==> src/rtl/lane_arbiter.sv <==
// Round-robin arbiter for one unidirectional interposer lane.
// It picks one legal requester, runs that node's tenure through
// GRANT -> XFER (XFER_CYCLES) -> RELEASE, and drives every node's
// send/receive/busy control bits. All outputs are registered.
module lane_arbiter #(
    parameter int NODE_COUNT       = 8,
    parameter int NODE_COUNT_DIGIT = 3,
    parameter int REQ_W            = NODE_COUNT_DIGIT + 1,
    parameter int CTRL_W           = 3,
    parameter int DIRECTION        = 0,
    parameter int XFER_CYCLES      = 1
) (
    input  logic                               clk,
    input  logic                               reset,
    input  logic [NODE_COUNT*REQ_W-1:0]        req_in,
    output logic [NODE_COUNT*CTRL_W-1:0]       ctrl_out,
    output logic                               grant_valid,
    output logic [NODE_COUNT_DIGIT-1:0]        grant_src,
    output logic [NODE_COUNT_DIGIT-1:0]        grant_dst,
    output logic                               err_illegal
);

    localparam int CNT_W = (XFER_CYCLES > 1) ? $clog2(XFER_CYCLES) : 1;
    localparam logic [CNT_W-1:0] CNT_LAST = CNT_W'(XFER_CYCLES - 1);
    localparam logic [NODE_COUNT_DIGIT-1:0] PTR_INIT = NODE_COUNT_DIGIT'(NODE_COUNT - 1);

    typedef enum logic [1:0] {
        S_IDLE,
        S_GRANT,
        S_XFER,
        S_RELEASE
    } state_t;

    state_t                                   r_state;
    logic [NODE_COUNT_DIGIT-1:0]              r_rr_ptr;
    logic [NODE_COUNT_DIGIT-1:0]              r_src;
    logic [NODE_COUNT_DIGIT-1:0]              r_dst;
    logic [CNT_W-1:0]                         r_xfer_cnt;
    logic [NODE_COUNT-1:0][CTRL_W-1:0]        r_ctrl;
    logic                                     r_grant_valid;
    logic                                     r_err;

    logic [NODE_COUNT_DIGIT-1:0]              w_dest [NODE_COUNT];
    logic [NODE_COUNT-1:0]                    w_elig;
    logic [NODE_COUNT-1:0]                    w_illeg;
    logic                                     w_hit;
    logic [NODE_COUNT_DIGIT-1:0]              w_win;
    logic [NODE_COUNT_DIGIT-1:0]              w_idx;
    logic [NODE_COUNT-1:0][CTRL_W-1:0]        w_ctrl_send;
    logic [NODE_COUNT-1:0][CTRL_W-1:0]        w_ctrl_rx;

    // Per-node request decode: a request is legal only if its destination
    // lies strictly on this lane's side of the requester (which also rules
    // out dest == self).
    for (genvar g = 0; g < NODE_COUNT; g++) begin : g_node
        localparam logic [NODE_COUNT_DIGIT-1:0] ID = NODE_COUNT_DIGIT'(g);
        logic w_vld;
        logic w_side;
        assign w_dest[g]  = req_in[g*REQ_W +: NODE_COUNT_DIGIT];
        assign w_vld      = req_in[g*REQ_W + REQ_W - 1];
        assign w_side     = (DIRECTION == 0) ? (w_dest[g] > ID) : (w_dest[g] < ID);
        assign w_elig[g]  = w_vld & w_side;
        assign w_illeg[g] = w_vld & ~w_side;
    end

    // Round-robin scan starting just after the last owner, wrapping modulo NODE_COUNT.
    always_comb begin
        w_hit = 1'b0;
        w_win = '0;
        w_idx = '0;
        for (int k = 1; k <= NODE_COUNT; k++) begin
            w_idx = NODE_COUNT_DIGIT'((int'(r_rr_ptr) + k) % NODE_COUNT);
            if (!w_hit && w_elig[w_idx]) begin
                w_hit = 1'b1;
                w_win = w_idx;
            end
        end
    end

    // Control patterns for the GRANT cycle (send only) and XFER cycles (send + receive).
    always_comb begin
        w_ctrl_send              = {NODE_COUNT{CTRL_W'(1)}};
        w_ctrl_send[w_win][2]    = 1'b1;
        w_ctrl_rx                = {NODE_COUNT{CTRL_W'(1)}};
        w_ctrl_rx[r_src][2]      = 1'b1;
        w_ctrl_rx[r_dst][1]      = 1'b1;
    end

    // Tenure sequencer with registered outputs; reset aborts any tenure at once.
    always_ff @(posedge clk) begin
        if (!reset) begin
            r_state       <= S_IDLE;
            r_rr_ptr      <= PTR_INIT;
            r_src         <= '0;
            r_dst         <= '0;
            r_xfer_cnt    <= '0;
            r_ctrl        <= '0;
            r_grant_valid <= 1'b0;
            r_err         <= 1'b0;
        end else begin
            r_err <= 1'b0;
            case (r_state)
                S_IDLE: begin
                    r_err <= |w_illeg;
                    if (w_hit) begin
                        r_state       <= S_GRANT;
                        r_src         <= w_win;
                        r_dst         <= w_dest[w_win];
                        r_ctrl        <= w_ctrl_send;
                        r_grant_valid <= 1'b1;
                    end
                end
                S_GRANT: begin
                    r_state    <= S_XFER;
                    r_xfer_cnt <= '0;
                    r_ctrl     <= w_ctrl_rx;
                end
                S_XFER: begin
                    if (r_xfer_cnt == CNT_LAST) begin
                        r_state       <= S_RELEASE;
                        r_ctrl        <= '0;
                        r_grant_valid <= 1'b0;
                        r_rr_ptr      <= r_src;
                    end else begin
                        r_xfer_cnt <= r_xfer_cnt + CNT_W'(1);
                    end
                end
                S_RELEASE: begin
                    r_state <= S_IDLE;
                end
                default: begin
                    r_state <= S_IDLE;
                end
            endcase
        end
    end

    assign ctrl_out    = r_ctrl;
    assign grant_valid = r_grant_valid;
    assign grant_src   = r_src;
    assign grant_dst   = r_dst;
    assign err_illegal = r_err;

endmodule

==> config.mk <==
export PLATFORM = sky130hd
export DESIGN_NAME = lane_arbiter
export DESIGN_NICKNAME = d
export VERILOG_FILES = /design/src/rtl/lane_arbiter.sv
export SDC_FILE = /design/constraint.sdc
export NUM_CORES = 1
export LEC_CHECK = 0
export ABC_AREA = 1
export BUFFER_PORTS_ARGS = -buffer_cell sky130_fd_sc_hd__buf_2
export CORE_ASPECT_RATIO = 1.75
export CORE_MARGIN = 8
export CORE_UTILIZATION = 53
export CTS_CLUSTER_DIAMETER = 80
export DETAILED_ROUTE_END_ITERATION = 8
export GPL_TIMING_DRIVEN = 0
export PLACE_DENSITY_LB_ADDON = 0.08
export REMOVE_ABC_BUFFERS = 1
export SLEW_MARGIN = 40
export SYNTH_ARGS = -nofsm -noshare
export SYNTH_HDL_FRONTEND = slang
export SYNTH_SLANG_ARGS = --single-unit
==> constraint.sdc <==
create_clock -name clk -period 2.8 [get_ports clk]
set_input_delay 0.14 -clock clk [delete_from_list [all_inputs] [get_ports clk]]
set_output_delay 0.14 -clock clk [all_outputs]
set_load 0.02 [all_outputs]
==> metrics.md <==
| Metric | Value |
|---|---|
| Status | `complete, no violations` |
| Post-layout min period | `between 2 and 3 ns` |
| First-pass detailed-route iteration total | `4` |
| Slew Viols, Final | `0` |
| Syn. warnings | `0` |
| Global route overflow | `0` |
| Setup violations, final | `0` |
| Clock transition at path regs | `about 0.070 ns` |
| Post-synthesis compound-gate area fraction | `0.157` |
| Starting Density | `0.539` |
| CTS sink cnt | `30` |
| Initial antenna violation count | `0` |
| Final wirelength | `7350 um` |
| Reg-to-Reg End | `grant_src[1]` |
| Met2 Usage GRT | `0.387` |
| Hpwl dp | `a little under 6000 um` |
| Flop pwr share | `0.161` |
| DRT antenna net count | `0` |
| Gpl congestion | `approximately 0.93` |
| Fin crit share | `0.943` |
| Logic pwr share | `0.755` |
| Max Clk Rate | `379 MHz` |
| PwrDens | `around 1500 nW/um^2` |
| Root buffer cell | `clkbuf_8` |
| Worst reg2reg startpoint | `r_rr_ptr[0]` |
| Final nets | `roughly 480` |
| CP startpoint | `r_rr_ptr[0]` |
| Dominant synthesized flop cell | `dfxtp_1` |
| CP Max Fanout | `10` |
| Setup TNS | `0 ns` |
| Sw frac | `0.577` |
| R2R depth | `17` |
| Met3 global-route usage | `0.0263` |
| Largest net degree at the start of global routing | `18` |
| TritonCTS buffer count | `5` |
| Buf/Inv on CP | `6` |
| Clock latency on the worst-skew pair | `approximately 0.29 ns` |
| Gr busiest metal | `met2` |
| Residual DRC | `0` |
| Detailed Route Iter0 Violations | `~160` |
| IO Pins | `66` |
| Clk_skew | `0.00666 ns` |
| Maxcap violations | `0` |
| Hold crit path type | `input pin to flop` |
| Synthesis-to-finish area growth | `18.0%` |
| Row Count | `33` |
| Tot GR Track Use | `0.210` |
| CTS H-tree lvls | `2` |
| Post-synth EDFFs | `0` |
| Synth Area in Adders | `0.0354` |
| DR WL/cell | `approximately 15 um` |
| Worst Tran Pin Value | `0.504 ns` |
| WP depth | `17` |
| Die width | `between 60 and 70 um` |
| Core Region | `4580 sq um` |
| Worst IR Drop VDD | `between 0.8 and 0.9 mV` |
| Critical Path Source Type | `flop` |
| Critical path type | `flop to flop` |
| Critical path data arrival time | `~2.8 ns` |
| Clock group share of total power | `0.084` |
| Post-synthesis cell count | `~370` |
| Slowest CP cell | `dfxtp_4` |
| Crit. End Element | `flop` |
| Final hold vios | `0` |
| Avg Inst Size Synth | `6.62 sq um` |
| Most common cell after layout, fill and taps aside | `nand2_1` |
| Top cell family by delay on the critical path | `simple AND/OR/NAND/NOR gates` |
| Mux contribution to synthesized area | `0` |
| Area leader, netlist | `dfxtp_1` |
| Via density | `between 5 and 6` |
| Vias in the first global route | `around 2700` |
| Int Pwr | `~1.8 mW` |
| Layout cell share with drive strength beyond 1 | `0.273` |
| Input/output buffers | `62` |
| Xor and xnor area share after synthesis | `0.0289` |
| Yosys top cell area share | `0.243` |
| Die area | `between 7000 and 8000 sq um` |
| Crit path capture | `grant_src[1]` |
| Switch Pwr | `between 2 and 2.5 mW` |
| N_diodes | `0` |
| Via Count | `roughly 2700` |
| Clock Tree Buf Depth | `2` |
| Critical Path, Cell by Cell | `inv_4, ha_4, inv_4, nand3_1, nand2_1, nand2_1, nand2_2, nand3_1, nor2_2, buf_4, nand4_1, inv_1, nor2_1, nand3_2, buf_4, o21ai_0, inv_1` |
| Final design utilization | `0.636` |
| First-pass GRT wire length | `12000 um` |
| Largest family of logic cells by synthesized area | `simple AND/OR/NAND/NOR gates` |
| LEAKAGE | `approximately 1.5 nW` |
| Simple-Gate Fraction of Synth Area | `0.407` |
| Post-synthesis cell type count | `35` |
| Post-Synthesis Cell Area | `roughly 2500 sq um` |
| Synth area leaders | `dfxtp_1, nand3_1, nand2_1` |
| Cts hold-fix bufs | `0` |
| Vert. Die Dim | `between 100 and 150 um` |
| Worst EP required | `2.98 ns` |
| Met1 GRT Util | `0.196` |
| Sequential fraction of the synthesis area | `0.243` |
| CTS tree | `built` |
| Post-synth ARST share | `0` |
| Max-Slew Margin vs Limit | `0.664` |
| Critical Path Max Stage Delay | `0.39 ns` |
| Most frequent cells in the layout | `nand2_1, buf_2, nand3_1, inv_1, a21oi_1` |
| R2r setup slk | `0.16 ns` |
| #FFs+latches synth | `30` |
==> flip-flops by register name, indices dropped and copies added, names as in the netlist <==
signal	count
err_illegal	1
ctrl_out	17
grant_valid	1
grant_src	3
grant_dst	3
r_rr_ptr	3
r_state	2
==> power by group through the flow <==
| stage | logic, mW | clock network [mW] | registers, mW |
|---|---|---|---|
| 2_1_floorplan | 2.14 | 0 | 0.844 |
| 3_3_place_gp | 2.96 | 0 | 0.703 |
| 3_5_place_dp | 2.99 | 0 | 0.705 |
| 4_1_cts | 3.02 | 0.364 | 0.702 |
| 5_1_grt | 3.60 | 0.376 | 0.700 |
| 6_report | 3.22 | 0.357 | 0.686 |
==> worst min path at each step <==
stage,from,endpoint,slack [ns],cells past startpoint
2_1_floorplan,reset,r_state[0],0.27,2
3_3_place_gp,ctrl_out[22],ctrl_out[22],0.45,2
3_5_place_dp,ctrl_out[13],ctrl_out[13],0.45,2
4_1_cts,req_in[3],err_illegal,0.21,3
5_1_grt,req_in[3],err_illegal,0.22,3
6_report,req_in[3],err_illegal,0.20,3
==> per-stage QoR <==
stage	hold WS, ns	area [sq um]	cells	total power [mW]	setup slack [ns]
3_3_place_gp	0.446	2730	473	3.66	-0.550
6_report	0.201	2920	488	4.26	0.159
5_1_grt	0.218	2920	488	4.68	-0.0685
3_5_place_dp	0.455	2730	473	3.69	-0.545
4_1_cts	0.210	2840	481	4.08	0.0219
2_1_floorplan	0.269	2350	359	2.98	0.168
==> layout make-up <==
cell class	count	area (sq um)
Clock buffer	7	86.3
Clock inverter	1	5.00
Fill cell	470	1670
Inverter	51	204
Multi-Input combinational cell	279	1590
Sequential cell	30	609
Tap cell	52	65.1
Timing Repair Buffer	68	355
==> synth_stat cells, drive strengths merged (2+ instances only) <==
master and number:
nor2 29, nand3 66, o21ai 27, dfxtp 30
ha 7, inv 51, nand2 87, xor2 2
a31oi 2, a21oi 34, buf 13, nand4 17
==> routing by layer <==
layer,share of wire,vias to the layer above,wire length (um)
met2,0.57,79,4180
met5,0,-,0
li1,-,1367,-
met4,0.057,0,420
met1,0.34,1205,2490
met3,0.035,26,254
==> cells by family after synthesis <==
group,after synthesis
buffers and inverters,65
AO/OA/AOI/OAI,68
AND/OR/NAND/NOR,200
flip-flops,30
XOR/XNOR,3
adder cells (fa/ha/maj),7
==> worst reg2reg max path: cells and delay by family (launching register included) <==
kind | cells | cell delay (ns)
adders and majority gates | 1 | 0.33
buffers and inverters | 6 | 0.59
and+or+nand+nor | 9 | 1.06
DFF | 1 | 0.39
AOI/OAI and AO/OA | 1 | 0.15
==> what timing repair did <==
item                       4_1_cts  5_1_grt
setup buffers                    0        6
pin swaps                        0        2
gates cloned                     0        1
resized for setup                9        9
setup endpoints to repair       26       24
(Power assumes the default switching activity.)
